===== src/rtl/uart_pkg.sv =====
// Shared definitions for the Wishbone UART.
//   Register word indices (wb_adr_i[3:2]), STATUS bit positions,
//   and the state encoding used by both the TX and RX serial FSMs.
package uart_pkg;

  localparam logic [1:0] REG_DATA    = 2'd0;  // TXDATA on write, RXDATA on read
  localparam logic [1:0] REG_STATUS  = 2'd1;
  localparam logic [1:0] REG_SCRATCH = 2'd2;

  localparam int unsigned STAT_TX_BUSY   = 0;
  localparam int unsigned STAT_RX_VALID  = 1;
  localparam int unsigned STAT_OVERRUN   = 2;
  localparam int unsigned STAT_FRAME_ERR = 3;

  typedef enum logic [1:0] {
    S_IDLE  = 2'd0,
    S_START = 2'd1,
    S_DATA  = 2'd2,
    S_STOP  = 2'd3
  } uart_state_t;

endpackage


===== src/rtl/uart_rx.sv =====
// 8N1 serial receiver.
//   clk, rst     : system clock, asynchronous active-high reset
//   i_rx         : asynchronous serial input, idle high
//   o_done       : one-cycle strobe on the stop-bit sample
//   o_byte       : received byte, valid while o_done is high
//   o_stop_err   : stop bit sampled low, valid while o_done is high
module uart_rx
  import uart_pkg::*;
#(
  parameter int CLKS_PER_BIT = 16
) (
  input  logic       clk,
  input  logic       rst,
  input  logic       i_rx,
  output logic       o_done,
  output logic [7:0] o_byte,
  output logic       o_stop_err
);

  localparam int CW = $clog2(CLKS_PER_BIT);
  localparam logic [CW-1:0] LAST = CW'(CLKS_PER_BIT - 1);
  localparam logic [CW-1:0] HALF = CW'(CLKS_PER_BIT / 2 - 1);

  logic          r_sync0;
  logic          r_sync1;
  logic          r_prev;
  uart_state_t   r_state;
  logic [CW-1:0] r_cnt;
  logic [2:0]    r_bit;
  logic [7:0]    r_shift;

  always_ff @(posedge clk or posedge rst) begin
    if (rst) begin
      r_sync0 <= 1'b1;
      r_sync1 <= 1'b1;
      r_prev  <= 1'b1;
      r_state <= S_IDLE;
      r_cnt   <= '0;
      r_bit   <= '0;
      r_shift <= '0;
    end else begin
      r_sync0 <= i_rx;
      r_sync1 <= r_sync0;
      r_prev  <= r_sync1;
      case (r_state)
        S_IDLE: begin
          // Edge rather than level, so a line still low after a bad
          // stop bit is not mistaken for a new start bit.
          if (r_prev && !r_sync1) begin
            r_state <= S_START;
            r_cnt   <= '0;
          end
        end
        S_START: begin
          if (r_cnt == HALF) begin
            r_cnt <= '0;
            if (r_sync1) begin
              r_state <= S_IDLE;   // glitch: line back high at mid-start
            end else begin
              r_state <= S_DATA;
              r_bit   <= '0;
            end
          end else begin
            r_cnt <= r_cnt + 1'b1;
          end
        end
        S_DATA: begin
          if (r_cnt == LAST) begin
            r_cnt   <= '0;
            r_shift <= {r_sync1, r_shift[7:1]};
            if (r_bit == 3'd7) r_state <= S_STOP;
            else               r_bit   <= r_bit + 3'd1;
          end else begin
            r_cnt <= r_cnt + 1'b1;
          end
        end
        S_STOP: begin
          if (r_cnt == LAST) begin
            r_cnt   <= '0;
            r_state <= S_IDLE;
          end else begin
            r_cnt <= r_cnt + 1'b1;
          end
        end
        default: r_state <= S_IDLE;
      endcase
    end
  end

  // Completion is reported on the stop-sample edge itself so the register
  // block captures the byte in the same cycle the stop bit is judged.
  assign o_done     = (r_state == S_STOP) && (r_cnt == LAST);
  assign o_byte     = r_shift;
  assign o_stop_err = ~r_sync1;

endmodule


===== src/rtl/wb_uart.sv =====
// Wishbone-classic slave UART (8N1) with a four-word register window.
//   clk, rst               : system clock, asynchronous active-high reset
//   wb_adr_i[3:2]          : word select (DATA, STATUS, SCRATCH, unused)
//   wb_dat_i / wb_dat_o    : write data / combinational read data
//   wb_we_i, wb_stb_i,
//   wb_cyc_i, wb_ack_o     : classic handshake, ack registered one cycle later
//   tx                     : serial output, idle high
//   rx                     : asynchronous serial input, idle high
module wb_uart
  import uart_pkg::*;
#(
  parameter int CLKS_PER_BIT = 16
) (
  input  logic        clk,
  input  logic        rst,
  input  logic [31:0] wb_adr_i,
  input  logic [31:0] wb_dat_i,
  output logic [31:0] wb_dat_o,
  input  logic        wb_we_i,
  input  logic        wb_stb_i,
  input  logic        wb_cyc_i,
  output logic        wb_ack_o,
  output logic        tx,
  input  logic        rx
);

  localparam int CW = $clog2(CLKS_PER_BIT);
  localparam logic [CW-1:0] LAST = CW'(CLKS_PER_BIT - 1);

  logic          w_req;
  logic          w_wr;
  logic          w_rd;
  logic [1:0]    w_sel;
  logic          w_tx_busy;
  logic          w_tx_start;
  logic          w_rx_done;
  logic [7:0]    w_rx_byte;
  logic          w_rx_stop_err;

  logic          r_ack;
  logic          r_tx;
  uart_state_t   r_tx_state;
  logic [CW-1:0] r_tx_cnt;
  logic [2:0]    r_tx_bit;
  logic [7:0]    r_tx_shift;
  logic [7:0]    r_rxdata;
  logic          r_rx_valid;
  logic          r_overrun;
  logic          r_frame_err;
  logic [15:0]   r_scratch;

  assign w_req      = wb_cyc_i & wb_stb_i;
  assign w_wr       = w_req & wb_we_i;
  assign w_rd       = w_req & ~wb_we_i;
  assign w_sel      = wb_adr_i[3:2];
  assign w_tx_busy  = (r_tx_state != S_IDLE);
  assign w_tx_start = w_wr && (w_sel == REG_DATA) && !w_tx_busy;

  uart_rx #(.CLKS_PER_BIT(CLKS_PER_BIT)) u_rx (
    .clk        (clk),
    .rst        (rst),
    .i_rx       (rx),
    .o_done     (w_rx_done),
    .o_byte     (w_rx_byte),
    .o_stop_err (w_rx_stop_err)
  );

  // Bus handshake and register state
  always_ff @(posedge clk or posedge rst) begin
    if (rst) begin
      r_ack       <= 1'b0;
      r_rxdata    <= '0;
      r_rx_valid  <= 1'b0;
      r_overrun   <= 1'b0;
      r_frame_err <= 1'b0;
      r_scratch   <= '0;
    end else begin
      r_ack <= w_req;
      if (w_wr && (w_sel == REG_SCRATCH)) r_scratch <= wb_dat_i[15:0];
      if (w_rx_done) r_rxdata <= w_rx_byte;
      // A byte landing in the same cycle as a data read keeps valid set.
      if (w_rx_done)                            r_rx_valid <= 1'b1;
      else if (w_rd && (w_sel == REG_DATA))     r_rx_valid <= 1'b0;
      if (w_rx_done && r_rx_valid)              r_overrun  <= 1'b1;
      else if (w_wr && (w_sel == REG_STATUS) && wb_dat_i[STAT_OVERRUN])
                                                r_overrun  <= 1'b0;
      if (w_rx_done && w_rx_stop_err)           r_frame_err <= 1'b1;
      else if (w_wr && (w_sel == REG_STATUS) && wb_dat_i[STAT_FRAME_ERR])
                                                r_frame_err <= 1'b0;
    end
  end

  // Transmit FSM: each state holds for CLKS_PER_BIT cycles
  always_ff @(posedge clk or posedge rst) begin
    if (rst) begin
      r_tx_state <= S_IDLE;
      r_tx_cnt   <= '0;
      r_tx_bit   <= '0;
      r_tx       <= 1'b1;
    end else begin
      case (r_tx_state)
        S_IDLE: begin
          if (w_tx_start) begin
            r_tx_state <= S_START;
            r_tx_cnt   <= '0;
            r_tx       <= 1'b0;
          end
        end
        S_START: begin
          if (r_tx_cnt == LAST) begin
            r_tx_cnt   <= '0;
            r_tx_bit   <= '0;
            r_tx_state <= S_DATA;
            r_tx       <= r_tx_shift[0];
          end else begin
            r_tx_cnt <= r_tx_cnt + 1'b1;
          end
        end
        S_DATA: begin
          if (r_tx_cnt == LAST) begin
            r_tx_cnt <= '0;
            if (r_tx_bit == 3'd7) begin
              r_tx_state <= S_STOP;
              r_tx       <= 1'b1;
            end else begin
              r_tx_bit <= r_tx_bit + 3'd1;
              // Shift register moves on this same edge, so bit 1 is next.
              r_tx     <= r_tx_shift[1];
            end
          end else begin
            r_tx_cnt <= r_tx_cnt + 1'b1;
          end
        end
        S_STOP: begin
          if (r_tx_cnt == LAST) begin
            r_tx_cnt   <= '0;
            r_tx_state <= S_IDLE;
          end else begin
            r_tx_cnt <= r_tx_cnt + 1'b1;
          end
        end
        default: r_tx_state <= S_IDLE;
      endcase
    end
  end

  // Outgoing byte: pure data, loaded on start and shifted per data bit
  always_ff @(posedge clk) begin
    if (w_tx_start) begin
      r_tx_shift <= wb_dat_i[7:0];
    end else if ((r_tx_state == S_DATA) && (r_tx_cnt == LAST)) begin
      r_tx_shift <= {1'b0, r_tx_shift[7:1]};
    end
  end

  always_comb begin
    wb_dat_o = '0;
    case (w_sel)
      REG_DATA:    wb_dat_o = {24'b0, r_rxdata};
      REG_STATUS:  wb_dat_o = {28'b0, r_frame_err, r_overrun, r_rx_valid, w_tx_busy};
      REG_SCRATCH: wb_dat_o = {16'b0, r_scratch};
      default:     wb_dat_o = '0;
    endcase
  end

  assign wb_ack_o = r_ack;
  assign tx       = r_tx;

endmodule


===== config.mk =====
export PLATFORM = sky130hd
export DESIGN_NAME = wb_uart
export DESIGN_NICKNAME = d
export VERILOG_FILES = /design/src/rtl/uart_pkg.sv /design/src/rtl/uart_rx.sv /design/src/rtl/wb_uart.sv
export SDC_FILE = /design/constraint.sdc
export NUM_CORES = 1
export LEC_CHECK = 0
export ABC_AREA = 1
export ABC_CLOCK_PERIOD_IN_PS = 2800
export CAP_MARGIN = 20
export CELL_PAD_IN_SITES_DETAIL_PLACEMENT = 1
export CELL_PAD_IN_SITES_GLOBAL_PLACEMENT = 1
export CORE_AREA = 2 2 126 79
export CTS_CLUSTER_DIAMETER = 150
export DETAILED_ROUTE_END_ITERATION = 10
export DIE_AREA = 0 0 128 81
export PLACE_DENSITY = 0.91
export SYNTH_ARGS = -nofsm -noshare
export SYNTH_HDL_FRONTEND = slang
export SYNTH_SLANG_ARGS = --single-unit

===== constraint.sdc =====
create_clock -name clk -period 2.8 [get_ports clk]
set_clock_uncertainty 0.05 [all_clocks]
set_input_delay 0.56 -clock clk [delete_from_list [all_inputs] [get_ports clk]]
set_output_delay 0.56 -clock clk [all_outputs]
set_load 0.02 [all_outputs]

======== Word level (Yosys, flattened, before mapping) ========
Index checks and enable logic that the tools add are counted.
storage, ports and cells
  output and inout bits ................... 34
  logic and storage cells ................. 129
  register bits ........................... 66
operators by class
  equality and inequality tests ........... 26
  muxes and demuxes ....................... 43
  reductions and logical operators ........ 33
  bitwise logic cells ..................... 5
  $add $sub $neg .......................... 4
operators by type and width
  kind                   number
  $pmux W16 S3           1
  $mux W2                11
  $mux W3                7
  $mux W4                5
  $mux W8                2
  $ne A2 B2 Y1 const B   8
  $pmux W2 S4            2
  $reduce_and A5 Y1      3
  $reduce_bool A2 Y1     7
  $logic_and A1 B1 Y1    12
  $pmux W3 S2            2
  $pmux W4 S3            1
  $eq A2 B2 Y1 const B   5
  $mux W1                10
  $ne A2 B1 Y1 const B   5
  $add A4 B1 Y4 const B  2
  $eq A4 B4 Y1 const B   2
  $pmux W4 S2            1
  $reduce_and A4 Y1      2
  $add A3 B1 Y3 const B  2
  $eq A2 B1 Y1 const B   3
  $eq A3 B3 Y1 const B   2
  $logic_not A2 Y1       3
  $eq A4 B3 Y1 const B   1
  other kinds (8)        12

======== Longest topological paths before layout ========
  depth after elaboration ................. 6
  depth in mapped cells ................... 9

======== Hierarchy ========
A second synthesis with hierarchy kept.
unflattened totals
  cells, all modules ...................... 374
  area total of the unflattened synthesis .. 3384.5 µm²
modules (own cells, without submodules)
  module   times used  area an instance (µm²)  cells each
  wb_uart  1           2458.6                  276
  uart_rx  1           925.9                   98

======== Worst setup path after synthesis ========
Ideal clock, no wire load.
  path type ............................... flip-flop to flip-flop
  start point ............................. reg r_tx_state[0]
  end point ............................... reg r_tx_shift[0], enable pin
  data required time ...................... 2366 ps
  cell stages (with the launch flop) ...... 5
  data arrival time ....................... 1398 ps
  library setup time ...................... 384 ps
  setup slack ............................. 968 ps
  cells stage by stage .................... dfrtp_1 > inv_1 > ha_1 > inv_1 > o21ai_0
on the way
  cells in the longest elaborated chain, start to end .. 4
  elaborated cells on any way between the ends .. 6
ends and longest elaborated chain
  element                                  line            RTL
  start: declaration                       wb_uart.sv:42   uart_state_t r_tx_state;
  start signal: assignment                 wb_uart.sv:96   r_tx_state <= S_IDLE;
  start signal: assignment                 wb_uart.sv:104  r_tx_state <= S_START;
  start signal: assignment                 wb_uart.sv:113  r_tx_state <= S_DATA;
  $reduce_bool A2 Y1                       wb_uart.sv:56   assign w_tx_busy = (r_tx_state != S_IDLE);
  $logic_not A1 Y1                         wb_uart.sv:57   assign w_tx_start = w_wr && (w_sel == REG_DATA) && !w_tx_busy;
  $logic_and A1 B1 Y1                      wb_uart.sv:57
  $reduce_bool A2 Y1 (no source line) (*)  --
  end signal: assignment                   wb_uart.sv:150  r_tx_shift <= wb_dat_i[7:0];
  end signal: assignment                   wb_uart.sv:152  r_tx_shift <= {1'b0, r_tx_shift[7:1]};
  end: declaration                         wb_uart.sv:45   logic [7:0] r_tx_shift;
Every way passes the cells marked *; elsewhere a longest branch is shown, timed or not.
A chain may end at the register's enable or synchronous reset.

======== Final worst setup path ========
  start point ............................. in wb_adr_i[2]
  end point ............................... out wb_dat_o[9]
on the way
  cells in the longest elaborated chain, start to end .. 2
  elaborated cells on any way between the ends .. 4
ends and longest elaborated chain
  element                               line            RTL
  start: declaration                    wb_uart.sv:16   input logic [31:0] wb_adr_i,
  $eq A2 B2 Y1 (tied with other cells)  wb_uart.sv:158  case (w_sel)
  $pmux W16 S3 (*)                      wb_uart.sv:158
  end: declaration                      wb_uart.sv:18   output logic [31:0] wb_dat_o,
Marks and branches as above.

==> results.py <==
metrics = {
    "clocking": {
        "cts_tree": "built",
        "clock_path_buffers": 2,
        "numCtsBuffers": 9,
        "clkTransAtPathRegs_ns": 0.05,
        "clkLatencyLatePin_ns": 0.33,
        "cts_root_buffer": "clkbuf_16",
        "cts.htree.levels": 3,
        "hold_buffers": 0,
        "clock_sinks": 66,
    },
    "pwr": {
        "power_leakage_nw": 2.23,
        "pwr-share-clk": 0.323,
        "totalPowerFinal_mw": 3.18,
        "pwr_density_cell_nw_per_um2": 752,
        "internal-power_mw": 2.10,
        "power.share.sequential": 0.397,
        "swShare": 0.341,
        "combPwrFrac": 0.280,
        "ir_worst_vdd_mv": 0.344,
        "power.switching_mw": 1.09,
    },
    "cells_and_area": {
        "area_growth_pct": 22.9,
        "stdcell_count": 558,
        "fillers": 1098,
        "drive_gt1_frac": 0.148,
        "final_common_cell": "nand2_1",
        "stdcell_area_um2": 4230,
        "antennaDiodeCount": 0,
        "num-nets-final": 515,
        "final_cell_mix": "95 x nand2_1, 54 x dfrtp_1, 49 x inv_1, 28 x o21ai_0",
    },
    "setup_path": {
        "crit_fanout": 8,
        "critPathArrivalTime_ns": 2.15,
        "worstSetupPathType": "in2out",
        "r2r_slack_ns": 0.95,
        "worst_r2r_endpoint": "r_tx_state[0]$_DFFE_PP0P_",
        "path_cells": "clkdlybuf4s50_1 > inv_2 > nand2_4 > buf_4 > nor2_1 > clkdlybuf4s50_1",
        "end_kind": "output port",
        "r2r-start": "r_tx_state[0]$_DFFE_PP0P_",
        "worstPathRequired_ns": 2.19,
        "crit_top_cell": "clkdlybuf4s50_1",
        "path_buf_inv": 4,
        "path_delay_family": "buffers and inverters",
        "cpPeakStageDelay_ns": 0.61,
        "critPathSlowestCell": "clkdlybuf4s50_1",
        "reg2reg_depth": 8,
        "start_kind": "primary input",
    },
    "placement": {
        "post_dp_cell_area_um2": 3930,
        "globalplace.congestion": 0.810,
        "place.detailed.hpwl_um": 5970,
        "dp_cells": 538,
        "pre_cts_ws_ns": -0.0807,
        "io_buffers": 41,
    },
    "die": {
        "core_um2": 9390,
        "die_area_um2": 10400,
        "initial_core_util": 0.367,
        "io_pins": 104,
        "die_h_um": 81,
        "die_x_um": 128,
        "num_rows": 28,
    },
    "routing": {
        "ant_nets": 0,
        "num_vias": 2626,
        "routed_wl_um": 8010,
        "drt_pre_antenna_iters": 4,
        "drtIter0Drc": 78,
        "vias_per_cell": 4.71,
        "route.detailed.drc": 0,
        "routedWlPerCell_um": 14.3,
    },
    "global_routing": {
        "grt_pass1_vias": 2801,
        "grt-ovfl-total": 0,
        "grt_pass1_wl_um": 13400,
        "grt_max_degree": 59,
        "antenna_found_initial": 0,
        "grtUsageTotal": 0.170,
    },
    "yosys": {
        "synth_area_um2": 3450,
        "synth_area_leaders": "dfrtp_1 39%, nand2_1 10%, edfxtp_1 7.0%",
        "yosysTopAreaCell": "dfrtp_1",
        "synthesis.instances": 379,
        "ys_types": 34,
        "yosys_warnings": 0,
        "syn_avg_cell_area_um2": 9.09,
        "ys_seq_area_frac": 0.492,
        "synth-seq-cells": 66,
        "netlist.area_leader.share": 0.392,
    },
    "min_path": {
        "worst_hold_path.endpoint": "u_rx.r_sync1$_DFF_PP1_",
        "min_path_cells": 0,
        "min_from": "u_rx.r_sync0$_DFF_PP1_",
        "hp-class": "reg2reg",
    },
    "sta": {
        "drv_slew": 0,
        "max_freq_mhz": 363,
        "final_hold_viol_count": 0,
        "rsz0062_at_grt": "no",
        "period_needed_ns": 2.76,
        "setup_viol": 0,
        "final.setup.worst_slack_ns": 0.0419,
        "finalCritPeriodShare": 0.985,
    },
    "flow_run": {
        "drv_cap": 0,
    },
    "outcome": {
        "outcome": "finished, final reports clean",
    },
}
==> area by class of cell <==
type / instances / area, um2 / share of cell area
Sequential cell: 66 / 1700 / 0.401
Multi-Input combinational cell: 251 / 1400 / 0.331
Timing Repair Buffer: 50 / 498 / 0.118
Clock buffer: 16 / 272 / 0.0641
Inverter: 55 / 215 / 0.0508
Tap cell: 120 / 150 / 0.0355
==> per-stage QoR <==
stage	hold WS, ns	util	setup TNS (ns)
floorplan	0.295	-	0
global placement	0.297	0.418	-0.0606
detailed placement	0.297	0.418	-0.445
CTS	0.305	0.449	0
global route	0.308	0.451	0
finish	0.304	0.451	0
==> routing by layer <==
layer | vias to the layer above | track usage | wire length [um]
li1 | 1287 | - | -
met5 | - | 0 | 0
met4 | 0 | 0.0714 | 134
met2 | 62 | 0.286 | 3750
met3 | 11 | 0.0468 | 436
met1 | 1266 | 0.211 | 3680
==> sequential cells by signal (all words and copies together), names as in the netlist, 2 cells and up, named ones only <==
name	cells
r_rxdata	8
r_tx_cnt	4
u_rx.r_bit	3
u_rx.o_byte	8
u_rx.r_cnt	4
r_tx_bit	3
r_tx_state	2
r_scratch	16
r_tx_shift	8
==> logic make-up (layout without fill, tap and decap cells) <==
logic type | after synthesis | after routing | synth area share
other | 1 | 16 | 0.00109
AOI/OAI and AO/OA | 67 | 67 | 0.131
xor gates and xnor gates | 2 | 2 | 0.00508
DFF | 66 | 66 | 0.492
adders and majority gates | 12 | 12 | 0.0436
buffers and inverters | 77 | 121 | 0.117
and+or+nand+nor | 154 | 154 | 0.210
==> synthesized netlist by cell type (all sizes together) <==
cell    instances
nand2          99
dfrtp          54
inv            54
o21ai          48
nor2           30
buf            22
nand3          17
a21oi          13
ha             12
edfxtp          8
a22o            4
dfstp           4
nand4           4
nand3b          2
o211ai          2
xor2            2
and2            1
clkinv          1
conb            1
nor4            1
==> how the worst max path moves through the flow <==
| stage | start | end | depth (start not counted) |
|---|---|---|---|
| 2_1_floorplan | rst | async pin | 1 |
| 3_3_place_gp | wb_adr_i[3] | wb_dat_o[10] | 5 |
| 3_5_place_dp | wb_adr_i[3] | wb_dat_o[1] | 5 |
| 4_1_cts | wb_adr_i[2] | wb_dat_o[6] | 5 |
| 5_1_grt | wb_adr_i[2] | wb_dat_o[9] | 6 |
| 6_report | wb_adr_i[2] | wb_dat_o[9] | 6 |
==> power by group through the flow <==
stage                     logic, mW  clock network, mW  registers, mW
final                         0.890               1.03           1.26
after global routing           1.03               1.10           1.28
after CTS                     0.903               1.06           1.27
after detailed placement      0.900                  0           1.28
after global placement        0.842                  0           1.26
after floorplan               0.665                  0           1.24
==> what timing repair did <==
action | 4_1_cts | 5_1_grt
endpoints found under the setup margin | 16 | 8
pin swaps | 1 | 0
resized for setup | 8 | 8
endpoints found under the hold margin | 0 | 0
setup buffers | 4 | 0
Note: power is estimated with default switching activity, not from simulation.
